**src/rtl/pipelined_mux_n_to_one.sv**
```systemverilog
// N-channel, W-bit multiplexer built from registered 4:1 levels, carrying valid,
// channel index and out-of-range error alongside the data; optional round-robin scan.
module pipelined_mux_n_to_one #(
  parameter int WIDTH     = 32,
  parameter int CHANNELS  = 16,
  parameter int SEL_WIDTH = 5
) (
  input  logic                      clock,
  input  logic                      reset_n,
  input  logic [CHANNELS*WIDTH-1:0] data_in,
  input  logic [SEL_WIDTH-1:0]      select,
  input  logic                      mode,
  input  logic                      in_valid,
  input  logic                      hold,
  output logic [WIDTH-1:0]          data_out,
  output logic                      out_valid,
  output logic [SEL_WIDTH-1:0]      out_channel,
  output logic                      select_error
);

  localparam int LEVELS = (CHANNELS <= 4) ? 1 : (CHANNELS <= 16) ? 2 : 3;
  localparam int PAD    = 4 ** LEVELS;
  localparam logic [SEL_WIDTH:0]   CH_LIMIT  = (SEL_WIDTH + 1)'(CHANNELS);
  localparam logic [SEL_WIDTH-1:0] SCAN_LAST = SEL_WIDTH'(CHANNELS - 1);

  logic [SEL_WIDTH-1:0] scan_q;
  logic [SEL_WIDTH-1:0] scan_d;
  logic [SEL_WIDTH-1:0] index;
  logic                 out_of_range;
  logic [PAD*WIDTH-1:0] data_pad;

  assign index        = mode ? scan_q : select;
  assign out_of_range = ({1'b0, index} >= CH_LIMIT);

  // Channels beyond CHANNELS read as zero so the tree is always a full 4-ary tree.
  always_comb begin
    data_pad = '0;
    data_pad[CHANNELS*WIDTH-1:0] = data_in;
  end

  always_comb begin
    scan_d = scan_q;
    if (mode && in_valid && !hold) begin
      scan_d = (scan_q == SCAN_LAST) ? '0 : scan_q + SEL_WIDTH'(1);
    end
  end

  always_ff @(posedge clock) begin
    if (!reset_n) begin
      scan_q <= '0;
    end else begin
      scan_q <= scan_d;
    end
  end

  genvar gi, go;
  generate
    for (gi = 0; gi < LEVELS; gi++) begin : gen_lvl
      localparam int NOUT = 4 ** (LEVELS - 1 - gi);

      logic [4*NOUT*WIDTH-1:0] din;
      logic [SEL_WIDTH-1:0]    idx_in;
      logic                    vld_in;
      logic                    err_in;
      logic                    zero_in;
      logic [1:0]              sel;
      logic [NOUT*WIDTH-1:0]   mux;
      logic [NOUT*WIDTH-1:0]   data_d;
      logic [NOUT*WIDTH-1:0]   data_q;
      logic [SEL_WIDTH-1:0]    idx_q;
      logic                    valid_q;
      logic                    err_q;

      if (gi == 0) begin : g_src
        assign din     = data_pad;
        assign idx_in  = index;
        assign vld_in  = in_valid;
        assign err_in  = in_valid && out_of_range;
        assign zero_in = out_of_range;
      end else begin : g_src
        assign din     = gen_lvl[gi-1].data_q;
        assign idx_in  = gen_lvl[gi-1].idx_q;
        assign vld_in  = gen_lvl[gi-1].valid_q;
        assign err_in  = gen_lvl[gi-1].err_q;
        assign zero_in = 1'b0;
      end

      // Index bits above 2*LEVELS-1 never steer the tree; zero-extension covers narrow selects.
      assign sel = 2'({{(2*LEVELS){1'b0}}, idx_in} >> (2 * gi));

      for (go = 0; go < NOUT; go++) begin : gen_out
        assign mux[go*WIDTH +: WIDTH] = din[(4*go + int'(sel))*WIDTH +: WIDTH];
      end

      // Out-of-range beats are blanked on entry, so later levels just pass zero along.
      assign data_d = zero_in ? '0 : mux;

      always_ff @(posedge clock) begin
        if (!reset_n) begin
          data_q  <= '0;
          idx_q   <= '0;
          valid_q <= 1'b0;
          err_q   <= 1'b0;
        end else if (!hold) begin
          data_q  <= data_d;
          idx_q   <= idx_in;
          valid_q <= vld_in;
          err_q   <= err_in;
        end
      end
    end
  endgenerate

  assign data_out     = gen_lvl[LEVELS-1].data_q;
  assign out_valid    = gen_lvl[LEVELS-1].valid_q;
  assign out_channel  = gen_lvl[LEVELS-1].idx_q;
  assign select_error = gen_lvl[LEVELS-1].err_q;

endmodule
```
**config.mk**
```make
export PLATFORM = sky130hd
export DESIGN_NAME = pipelined_mux_n_to_one
export DESIGN_NICKNAME = d
export VERILOG_FILES = /design/src/rtl/pipelined_mux_n_to_one.sv
export SDC_FILE = /design/constraint.sdc
export NUM_CORES = 1
export LEC_CHECK = 0
export CAP_MARGIN = 20
export CORE_AREA = 8 8 214 216
export CTS_CLUSTER_DIAMETER = 30
export CTS_CLUSTER_SIZE = 28
export DETAILED_ROUTE_END_ITERATION = 6
export DIE_AREA = 0 0 222 224
export PLACE_DENSITY = 0.61
export SLEW_MARGIN = 20
export SYNTH_ARGS = -nofsm -noshare
export SYNTH_HDL_FRONTEND = slang
export SYNTH_SLANG_ARGS = --single-unit
```
**constraint.sdc**
```tcl
create_clock -name clock -period 3.2 [get_ports clock]
set_input_delay 0.48 -clock clock [delete_from_list [all_inputs] [get_ports clock]]
set_output_delay 0.48 -clock clock [all_outputs]
set_load 0.01 [all_outputs]
```
# Word level (Yosys, flattened, before mapping)
# Cells that the tools add are included.
# totals
ff_bits,179
latchBits,0
ram_bits,0
rom_bits,0
word_cells,27
n_memories,0
# op_classes
add_sub_neg,4
multipliers,0
div,0
n_lt_le_gt_ge,1
eq_ne,1
shift,5
muxes,3
bitwise_logic,0
reduce_logical,4
# op_table
op,count
$shiftx A512 B11 Y32,2
$shiftx A512 B10 Y32,1
$shiftx A512 B8 Y32,1
$mux W128,1
$shiftx A128 B8 Y32,1
$add A4 B2 Y5 const A,2
$mux W5,2
$add A5 B1 Y5 const B,1
$eq A5 B4 Y1 const B,1
$ge A5 B5 Y1 const B,1
$add A3 B2 Y4 const A,1
$logic_and A1 B1 Y1,3
$logic_not A1 Y1,1

# Logic depth before layout (Yosys ltp)
# logic_depth
depth_word,4
mapped_depth,6

# Least setup slack after synthesis
# No wires, ideal clock.
# synth_path
path_kind,input to register
from,input mode
to,register gen_lvl[0].data_q[72]
setup_ns,0.129
arrival_time_ns,1.614
path_slack_ns,1.457
stages,6
n_path_buf,3
path_cell_list,buf_6 mux2i_4 buf_8 buf_8 mux2i_1 o221ai_2
# synth_via
elab_chain_len,4
word_cells_on_any_way,5
cone_classes,1 x add/sub; 1 x order compare; 1 x shift; 2 x mux
# synth_rtl
item,line,source
"start, declared",12,"input logic mode,"
$mux W5 (*),32,assign index = mode ? scan_q : select;
$add A4 B2 Y5,92,assign mux[go*WIDTH +: WIDTH] = din[(4*go + int'(sel))*WIDTH +: WIDTH];
$shiftx A512 B11 Y32,92,
$mux W128 (*),96,assign data_d = zero_in ? '0 : mux;
"end signal, assigned",105,data_q <= data_d;
"end, declared",69,logic [NOUT*WIDTH-1:0] data_q;
# Mark *: on every way between the ends. The rest lies on a longest branch, timed or not.
# A chain may end at the register's enable or synchronous reset.

# Final worst setup path
# layout_path
from,input mode
to,register gen_lvl[0].data_q[12]
# layout_via
elab_chain_len,3
word_cells_on_any_way,4
cone_classes,1 x order compare; 1 x shift; 2 x mux
# layout_rtl
item,line
$mux W5 (*),32
$shiftx A512 B8 Y32 / $ge A5 B5 Y1 (equally long branches),"92, 33"
$mux W128 (*),96
# Marks and branches as above.

==> results.json <==
{
  "outcome": "finished clean",
  "yosys_register_bits": 179,
  "diodes": 0,
  "synth_nets": 1464,
  "tritoncts_clock_tree": "built",
  "fillerInstances": 4224,
  "cts-htree-levels": 4,
  "timing.fmax_mhz": 436,
  "p_int_mw": 4.59,
  "estimated_wirelength_of_the_detail_placed_design_um": 33600,
  "initial_core_util": 0.242,
  "grt-ovfl-total": 0,
  "detail_route.drc_violations": 0,
  "worstSetupPathType": "primary input to flip-flop",
  "crit_path_start_kind": "primary input",
  "number_of_enable_flip_flop_cells_after_synthesis": 0,
  "first_global_vias": 10500,
  "die_height_um": 224,
  "fraction_of_layout_instances_using_a_drive_strength_above_1": 0.0735,
  "drv_cap": 0,
  "capture_point_of_the_critical_path": "gen_lvl[0].data_q[12]",
  "wire_length_of_the_first_global_routing_pass_um": 63800,
  "finClkSkew_ns": 0.0101,
  "timing.slew.headroom": 0.462,
  "critical-path-top-delay-family": "buffers and inverters",
  "ys_async_sr_fraction": 0,
  "synthDominantCellAreaShare": 0.348,
  "kind_of_end_point_of_the_critical_path": "flip-flop",
  "timing.final.setup_violations": 0,
  "initial_antenna_violation_count": 1,
  "hold_viol_final": 0,
  "yosysTopAreaCell": "sky130_fd_sc_hd__dfxtp_1",
  "timing_worst_slew_pin_value_ns": 0.807,
  "switchingPower_mw": 1.55,
  "period_minus_slack_ns": 2.29,
  "period_share": 0.717,
  "cts_hold_repair_buffers": 0,
  "slew_viol_final": 0,
  "die_w_um": 222,
  "gp_routability_congestion": 0.866,
  "synthMostInstantiatedCell": "sky130_fd_sc_hd__mux2i_1",
  "finalWirelength_um": 42700,
  "cp_data_arrival_time_ns": 2.65,
  "routedWlPerCell_um": 21.2,
  "sw_frac_of_total": 0.253,
  "num_io_pins": 561,
  "reg2reg_setup_slack_ns": 1.36,
  "postCtsResizedCells": 0,
  "insertion_delay_ns": 0.45,
  "clkSlewWorstSetupHoldPaths_ns": 0.07,
  "grt_setup_unrepaired": "false",
  "io_buffer_count": 560,
  "total_leakage_power_nw": 7.13,
  "path_depth": 5,
  "clock_sinks": 179,
  "detailed_routing_iteration_count_for_the_pre_antenna_repair_pass": 5,
  "p_seq_frac": 0.403,
  "syn_area_mm2": 0.0103,
  "worstSetupStartpoint": "mode",
  "area_growth_syn_to_layout_pct": 62.3,
  "share_clk_of_total_power": 0.364,
  "cts-buffers-inserted": 17,
  "ff2ff_path_depth": 4,
  "cts.path.max_buffers": 2,
  "cp_max_fo": 26,
  "final_nets": 1980,
  "share_comb_of_total_power": 0.234,
  "cp_data_required_time_ns": 3.56,
  "largest_net_degree_at_the_start_of_global_routing": 129,
  "crit-reg2reg-launch": "gen_lvl[0].idx_q[3]",
  "synth_flop_cell": "sky130_fd_sc_hd__dfxtp_1",
  "worst_r2r_endpoint": "data_out[21]",
  "power_per_cell_area_mw_per_mm2": 367,
  "cpMaxStageDelayCell": "sky130_fd_sc_hd__clkdlybuf4s50_1",
  "fp-row-count": 76,
  "die-area_mm2": 0.0497,
  "detail_routed_via_count_per_cell": 4.73,
  "total_buffers_and_inverters_traversed_by_the_critical_path": 2,
  "gr-usage-all-layers": 0.165,
  "finalCoreUtilization": 0.394,
  "cts_setup_buffers": 0,
  "synth_warnings": 0,
  "postSynthCellCount": 941,
  "ant_nets": 0,
  "summed_negative_setup_slack_over_all_endpoints_ns": 0,
  "min_path_type": "flip-flop to flip-flop",
  "crit_path_max_incr_delay_ns": 0.75,
  "root_buffer": "sky130_fd_sc_hd__clkbuf_16",
  "power.ir.vdd_worst_v": 0.000239,
  "yosysSeqAreaShare": 0.348,
  "vias": 9539,
  "synth.distinct_cells": 35,
  "synthTopCellsByCount": "298 x sky130_fd_sc_hd__mux2i_1, 179 x sky130_fd_sc_hd__dfxtp_1, 139 x sky130_fd_sc_hd__nand2_1",
  "drtIter0Drc": 404,
  "mean_instance_size_in_the_synthesized_netlist_um2": 10.9,
  "critical_path.cell_chain": "clkdlybuf4s50_1 > mux2i_2 > nand3b_1 > buf_4 > o221ai_1",
  "floorplan.core_area_mm2": 0.0425,
  "netlist_top_cells_area": "sky130_fd_sc_hd__dfxtp_1 35%, sky130_fd_sc_hd__mux2i_1 29%, sky130_fd_sc_hd__o221ai_1 10%"
}
area by class of cell:
class | count | area, µm² | share of cell area
well taps | 546 | 683 | 0.0408
clock buffers | 20 | 457 | 0.0273
multi-input cells | 671 | 5930 | 0.354
repair buffers | 587 | 5910 | 0.354
flip-flops and latches | 179 | 3590 | 0.215
clock inverters | 12 | 153 | 0.00913
inverters | 1 | 3.75 | 0.000224
state kept, by name (all words and copies together) (netlist names):
name / flops
gen_lvl.idx_q: 5
scan_q: 5
out_channel: 5
select_error: 1
gen_lvl.err_q: 1
gen_lvl.data_q: 128
data_out: 32
out_valid: 1
gen_lvl.valid_q: 1
power groups by stage:
stage                     clock (mW)  sequential (mW)  combinational [mW]
after global placement             0             2.52                1.44
final                           2.23             2.47                1.43
after global routing            2.40             2.49                1.53
after CTS                       2.32             2.47                1.45
after floorplan                    0             2.48               0.665
after detailed placement           0             2.52                1.45
through the flow:
stage,cell area (µm²),hold slack [ns],cells,total power [mW],setup WS (ns)
final,16700,0.460,2016,6.14,0.905
after global routing,16700,0.485,2016,6.43,0.747
after CTS,16700,0.462,2016,6.24,0.897
after detailed placement,16100,0.443,1984,3.97,0.420
after global placement,16100,0.438,1984,3.96,0.487
after floorplan,10300,0.427,941,3.15,1.46
routing by layer:
layer / GRT usage / up-vias / share of wire
met3: 0.0514 / 33 / 0.063
met1: 0.185 / 4489 / 0.41
met5: 0 / - / 0.00030
met4: 0.0473 / 2 / 0.018
met2: 0.300 / 384 / 0.51
li1: - / 4631 / -
worst register-to-register path: stages (launching register included):
cell	delay (ns)
sky130_fd_sc_hd__dfxtp_2	0.67
sky130_fd_sc_hd__buf_4	0.44
sky130_fd_sc_hd__mux4_2	0.41
sky130_fd_sc_hd__mux2i_1	0.15
sky130_fd_sc_hd__nor2b_1	0.06
cells by family (layout without fill, tap and decap cells):
logic type | after synthesis | after routing | synth area share
AOI/OAI and AO/OA | 143 | 143 | 0.124
adders and majority gates | 1 | 1 | 0.00121
buffers and inverters | 91 | 620 | 0.0783
DFF | 179 | 179 | 0.348
muxes | 332 | 332 | 0.363
and+or+nand+nor | 195 | 195 | 0.0854
cell usage in the layout (no fill, tap or decap), types with 2 or more instances in the layout:
| master | synthesis | layout |
|---|---|---|
| sky130_fd_sc_hd__bufinv_16 | 0 | 3 |
| sky130_fd_sc_hd__clkinv_4 | 0 | 2 |
| sky130_fd_sc_hd__nand3b_1 | 2 | 2 |
| sky130_fd_sc_hd__clkbuf_16 | 0 | 17 |
| sky130_fd_sc_hd__buf_12 | 22 | 9 |
| sky130_fd_sc_hd__buf_4 | 2 | 19 |
| sky130_fd_sc_hd__o221ai_2 | 10 | 10 |
| sky130_fd_sc_hd__inv_6 | 0 | 2 |
| sky130_fd_sc_hd__and2_1 | 7 | 6 |
| sky130_fd_sc_hd__mux2i_1 | 298 | 298 |
| sky130_fd_sc_hd__a21boi_0 | 3 | 3 |
| sky130_fd_sc_hd__clkdlybuf4s50_1 | 0 | 558 |
| sky130_fd_sc_hd__nand2_1 | 139 | 139 |
| sky130_fd_sc_hd__clkbuf_8 | 0 | 2 |
| sky130_fd_sc_hd__o21ai_0 | 6 | 6 |
| sky130_fd_sc_hd__mux4_2 | 32 | 32 |
| sky130_fd_sc_hd__o221ai_1 | 118 | 118 |
| sky130_fd_sc_hd__nor2b_1 | 40 | 40 |
| sky130_fd_sc_hd__clkinv_2 | 0 | 4 |
| sky130_fd_sc_hd__dfxtp_1 | 179 | 177 |
how the worst min path moves through the flow:
stage                                         to  cells after the start  slack, ns                   start
after floorplan            gen_lvl[0].data_q[64]                      2       0.43   gen_lvl[0].data_q[64]
after global placement    gen_lvl[0].data_q[110]                      2       0.44  gen_lvl[0].data_q[110]
after detailed placement   gen_lvl[0].data_q[66]                      2       0.44   gen_lvl[0].data_q[66]
after CTS                  gen_lvl[0].data_q[66]                      2       0.46   gen_lvl[0].data_q[66]
after global routing       gen_lvl[0].data_q[94]                      2       0.48   gen_lvl[0].data_q[94]
final                      gen_lvl[0].data_q[66]                      2       0.46   gen_lvl[0].data_q[66]
Power figures use the tool's default switching activity.
